**src/rtl/triangle_sequencer.sv**
```systemverilog
// Lock-step triangle pipeline sequencer: issues triangles through STAGES stages.
// Optional abort input enabled by defining TRIANGLE_SEQ_ABORT_EN.
module triangle_sequencer #(
    parameter int MADDR_WIDTH   = 32,
    parameter int STAGES        = 3,
    parameter int COUNT_WIDTH   = 32,
    parameter int VERTEX_STRIDE = 6,
    parameter int COLOR_STRIDE  = 2
) (
    input  logic                   clk,
    input  logic                   reset_n,
    input  logic                   frame_start,
    input  logic [COUNT_WIDTH-1:0] triangles_count,
    input  logic [MADDR_WIDTH-1:0] base_addr_vertex,
    input  logic [MADDR_WIDTH-1:0] base_addr_color,
    input  logic [STAGES-1:0]      stage_eoc,
    output logic [STAGES-1:0]      stage_start,
    output logic [STAGES-1:0]      stage_load,
    output logic [MADDR_WIDTH-1:0] fetch_addr_vertex,
    output logic [MADDR_WIDTH-1:0] fetch_addr_color,
    output logic                   busy,
    output logic                   frame_end,
    output logic                   irq,
    input  logic                   irq_clear
`ifdef TRIANGLE_SEQ_ABORT_EN
    ,
    input  logic                   abort
`endif
);

    typedef enum logic [1:0] {
        IDLE = 2'd0,
        RUN  = 2'd1,
        DONE = 2'd2
    } state_t;

    state_t                 state_q, state_d;
    logic [STAGES-1:0]      valid_q, valid_d;
    logic [STAGES-1:0]      done_q, done_d;
    logic [STAGES-1:0]      start_d;
    logic [COUNT_WIDTH-1:0] issued_q, issued_d;
    logic [COUNT_WIDTH-1:0] count_q;
    logic                   step;
    logic                   step_ok;
    logic                   abort_hit;
    logic                   irq_set;
    logic                   accept;

    assign accept    = (state_q == IDLE) && frame_start;
    assign busy      = (state_q != IDLE);
    assign frame_end = (state_q == DONE);

`ifdef TRIANGLE_SEQ_ABORT_EN
    assign abort_hit = abort && (state_q == RUN);
`else
    assign abort_hit = 1'b0;
`endif

    always_comb begin
        step_ok = 1'b1;
        for (int i = 0; i < STAGES; i++) begin
            if (valid_q[i] && !done_q[i] && !stage_eoc[i]) begin
                step_ok = 1'b0;
            end
        end
    end

    always_comb begin
        state_d  = state_q;
        valid_d  = valid_q;
        done_d   = done_q | (stage_eoc & valid_q);
        issued_d = issued_q;
        start_d  = '0;
        step     = 1'b0;
        irq_set  = 1'b0;
        unique case (state_q)
            IDLE: begin
                if (frame_start) begin
                    state_d  = RUN;
                    issued_d = '0;
                end
            end
            RUN: begin
                if (abort_hit) begin
                    state_d = IDLE;
                    valid_d = '0;
                    done_d  = '0;
                end else begin
                    step = step_ok;
                    if (step) begin
                        for (int i = STAGES - 1; i > 0; i--) begin
                            valid_d[i] = valid_q[i-1];
                        end
                        valid_d[0] = (issued_q < count_q);
                        done_d     = '0;
                        start_d    = valid_d;
                        if (issued_q < count_q) begin
                            issued_d = issued_q + COUNT_WIDTH'(1);
                        end
                    end
                    // Finish on the edge that empties the pipe, not a cycle later
                    if (valid_d == '0 && issued_d == count_q) begin
                        state_d = DONE;
                        irq_set = 1'b1;
                    end
                end
            end
            DONE: begin
                state_d = IDLE;
            end
            default: begin
                state_d = IDLE;
            end
        endcase
    end

    always_comb begin
        stage_load = '0;
        for (int i = 1; i < STAGES; i++) begin
            stage_load[i] = step && valid_q[i-1];
        end
    end

    always_ff @(posedge clk or negedge reset_n) begin
        if (!reset_n) begin
            state_q     <= IDLE;
            valid_q     <= '0;
            done_q      <= '0;
            issued_q    <= '0;
            count_q     <= '0;
            stage_start <= '0;
            irq         <= 1'b0;
        end else begin
            state_q     <= state_d;
            valid_q     <= valid_d;
            done_q      <= done_d;
            issued_q    <= issued_d;
            stage_start <= start_d;
            if (accept) begin
                count_q <= triangles_count;
            end
            if (irq_set) begin
                irq <= 1'b1;
            end else if (irq_clear) begin
                irq <= 1'b0;
            end
        end
    end

    // Address moves on after the cycle that presented it to stage 0
    always_ff @(posedge clk or negedge reset_n) begin
        if (!reset_n) begin
            fetch_addr_vertex <= '0;
            fetch_addr_color  <= '0;
        end else if (accept) begin
            fetch_addr_vertex <= base_addr_vertex;
            fetch_addr_color  <= base_addr_color;
        end else if (stage_start[0]) begin
            fetch_addr_vertex <= fetch_addr_vertex + MADDR_WIDTH'(VERTEX_STRIDE);
            fetch_addr_color  <= fetch_addr_color + MADDR_WIDTH'(COLOR_STRIDE);
        end
    end

endmodule

```
**config.mk**
```make
export PLATFORM = sky130hd
export DESIGN_NAME = triangle_sequencer
export DESIGN_NICKNAME = d
export VERILOG_FILES = /design/src/rtl/triangle_sequencer.sv
export SDC_FILE = /design/constraint.sdc
export NUM_CORES = 1
export LEC_CHECK = 0
export BUFFER_PORTS_ARGS = -buffer_cell sky130_fd_sc_hd__buf_4
export CELL_PAD_IN_SITES_DETAIL_PLACEMENT = 0
export CELL_PAD_IN_SITES_GLOBAL_PLACEMENT = 1
export CORE_UTILIZATION = 45
export DETAILED_ROUTE_END_ITERATION = 10
export HOLD_SLACK_MARGIN = 0.12
export PLACE_DENSITY = 0.9
export SYNTH_ARGS = -nofsm -noshare
export SYNTH_HDL_FRONTEND = slang
export SYNTH_SLANG_ARGS = --single-unit
```
**constraint.sdc**
```tcl
create_clock -name clk -period 9 [get_ports clk]
set_clock_uncertainty 0.15 [all_clocks]
set_input_delay 0.45 -clock clk [delete_from_list [all_inputs] [get_ports clk]]
set_output_delay 0.45 -clock clk [all_outputs]
set_load 0.01 [all_outputs]
```
==> flow_summary.yaml <==
critical_path:
  cp.required_ns: 9.19
  path_max_fanout: 16
  crit_type: "flop to flop"
  crit_arrival_ns: 4.28
  cp-start-kind: "flop"
  cp-end-kind: "flop"
timing:
  fin_crit_ns: 4.090
  rsz0062_at_grt: "false"
  finalSetupViolCount: 0
  finalHoldViolations: 0
  fmax_mhz: 244.5
  max_slew_margin_pct: 29.18
  worstMarginPinSlew_ns: 1.061
  drv_slew: 0
  layout_setup_ws_ns: 4.910
  period_share_pct: 45.45
  whs_ns: 0.1315
  totalNegativeSetupSlack_ns: 0
logic_synthesis:
  synth_nets: 1184
  synth_top_area_cell: "dfrtp_1"
  synth_edf_count: 0
  syn_area_um2: 8760
  synth-seq-area-share_pct: 39.99
  synth_seq_cells: 140
  syn_area_per_cell_um2: 8.366
  async_reset_ff_share_pct: 100.0
  synth_cells: 1047
  yosysMostFrequentCell: "nand2_1"
  ys_types: 64
  yosysWarnings: 0
  synth.top_cell.area_share_pct: 39.99
  synthTopCellsByArea: "dfrtp_1, o21ai_0, nand2_1, xor2_1, ha_1"
  ys_top_cells_by_count: "nand2_1, dfrtp_1, o21ai_0"
  synth_ff_type: "dfrtp_1"
placed_design:
  dp_hpwl_um: 18190
  pre_cts_ws_ns: 5.026
  dpl.cell_count: 1434
  io_buffers: 174
  place_congestion: 0.9181
cts:
  cts_resized: 0
  cts_setup_buffers: 0
  cts_tree: "yes"
  clockBufferDepth: 2
  cts_max_level: 4
  cts-buffers-inserted: 17
  path_clk_slew_ns: 0.07
  clock_latency_ns: 0.43
  clock-root-buffer: "clkbuf_16"
  clock_sinks: 140
  holdBufCountCts: 99
flow_run:
  drv_cap: 0
outcome:
  status: "finished, final reports clean"
power_and_ir_drop:
  vdd_ir_drop_max_v: 0.0001501
  combPwrFrac_pct: 36.0
  swShare_pct: 37.01
  seqPwrFrac_pct: 37.3
  leakage_nw: 5.058
  switchingPower_mw: 1.033
  pwr-share-clk_pct: 26.7
  power.density_nw_per_um2: 235.8
  internal-power_mw: 1.757
route:
  met1Wirelength_um: 11660
  routed_wl_um: 26370
  dr_wl_met2_um: 12290
  drt-vias-per-instance: 5.482
  post-route-drc-count: 0
  wl_per_cell_um: 16.85
  first_pass_iters: 5
  routed.top_layer: "met4"
  wl_met3_um: 1455
  ant_nets: 0
  drtIter0Drc: 759
  vias: 8580
final_layout:
  drive_gt1_share_pct: 17.55
  fin_util_pct: 62.64
  fillerInstances: 1663
  n_antenna_cell: 0
  stdcell_count: 1565
  fin_nets: 1429
  syn_to_final_growth_pct: 35.09
global_route:
  grt_first_pass_wirelength_um: 42460
  grt_usage_pct: 26.95
  grt_pass1_vias: 8296
  grt_max_degree: 111
  overflow: 0
  antenna_found_initial: 0
floorplanning:
  start_util_pct: 46.36
  die_area_um2: 20030
  die_h_um: 141.5
  io_pins: 176
  die_x_um: 141.5
  core_region_area_um2: 18890
  rows: 50
hold_path:
  min_path_type: "input port to flop"
## power groups by stage
stage	clock network [mW]	registers (mW)	logic [mW]
global route	0.782	1.07	1.11
global placement	0	1.04	0.946
CTS	0.753	1.04	1.00
finish	0.745	1.04	1.00
floorplan	0	1.05	0.523
detailed placement	0	1.04	0.960
## critical path: stages (launching register included)
cell     delay [ns]
dfrtp_1        0.45
ha_1           0.35
nand4_2        0.16
nor4_1         0.57
a22o_1         0.25
or2_1          0.44
nor2_1         0.35
or3_1          0.44
a221o_1        0.32
or4_1          0.39
nor3_1         0.13
## cell type report
class | instances | area [um^2] | share of cell area (%)
multi-input cells | 804 | 4851 | 40.99
flip-flops and latches | 140 | 3503 | 29.60
repair buffers | 280 | 2354 | 19.89
clock buffers | 19 | 452.9 | 3.827
well taps | 260 | 325.3 | 2.749
inverters | 49 | 183.9 | 1.554
clock inverters | 13 | 163.9 | 1.385
## state kept, by name (all words and copies together) (netlist names)
signal             cells
count_q               32
done_q                 3
fetch_addr_color      32
fetch_addr_vertex     32
irq                    1
issued_q              32
stage_start            3
state_q                2
valid_q                3
## kinds of logic after synthesis
logic type | count (synthesis) | share of synthesized area, %
adder cells (fa/ha/maj) | 34 | 4.856
AND/OR/NAND/NOR | 409 | 22.34
other | 1 | 0.04281
buffers and inverters | 103 | 4.756
flip-flops | 140 | 39.99
XOR/XNOR | 97 | 9.699
multiplexers | 9 | 1.071
AO/OA/AOI/OAI | 254 | 17.24
## through the flow
| stage | instance area (um^2) | total power, mW |
|---|---|---|
| 2_1_floorplan | 8760 | 1.569 |
| 3_3_place_gp | 10230 | 1.985 |
| 3_5_place_dp | 10230 | 2.002 |
| 4_1_cts | 11830 | 2.792 |
| 5_1_grt | 11830 | 2.963 |
| 6_report | 11830 | 2.790 |
## per-layer routing
layer / GRT usage [%] / vias up
met2: 42.70 / 322
li1: - / 4158
met1: 36.10 / 4035
met5: 0 / -
met4: 11.38 / 0
met3: 5.096 / 65
## cell usage in the layout (no fill, tap or decap), drive strengths merged, types with 7 or more instances in the layout
| cell | netlist | layout |
|---|---|---|
| nor2b | 9 | 9 |
| xor2 | 52 | 52 |
| clkbuf | 42 | 19 |
| buf | 12 | 181 |
| and3 | 13 | 13 |
| nor4 | 13 | 13 |
| ha | 34 | 34 |
| xnor2 | 45 | 45 |
| inv | 49 | 51 |
| nand4 | 31 | 31 |
| and4 | 9 | 9 |
| o21ai | 141 | 141 |
| dfrtp | 140 | 140 |
| or4 | 7 | 7 |
| a31oi | 7 | 7 |
| nor2 | 59 | 59 |
| nand3 | 46 | 46 |
| o31ai | 24 | 24 |
| dlygate4sd3 | 0 | 99 |
| nand2 | 177 | 177 |
| or3 | 8 | 8 |
| nand2b | 9 | 9 |
| a21oi | 32 | 32 |
| nor3 | 16 | 16 |
## path summary, 6_finish.rpt
kind                                                     to                startpoint  depth (start not counted)  slack [ns]
max                                  state_q[1]$_DFFE_PN0P_  issued_q[29]$_DFFE_PN0P_                         10        4.91
min                                     done_q[1]$_DFF_PN0_              stage_eoc[1]                          3        0.13
max reg2reg                          state_q[1]$_DFFE_PN0P_  issued_q[29]$_DFFE_PN0P_                         10        4.91
min reg2reg                             done_q[2]$_DFF_PN0_       done_q[2]$_DFF_PN0_                          2        0.35
max in group asynchronous  fetch_addr_vertex[6]$_DFFE_PN0N_                   reset_n                          3        6.87
min in group asynchronous          stage_start[1]$_DFF_PN0_                   reset_n                          2        0.45
Power figures use the tool's default switching activity.
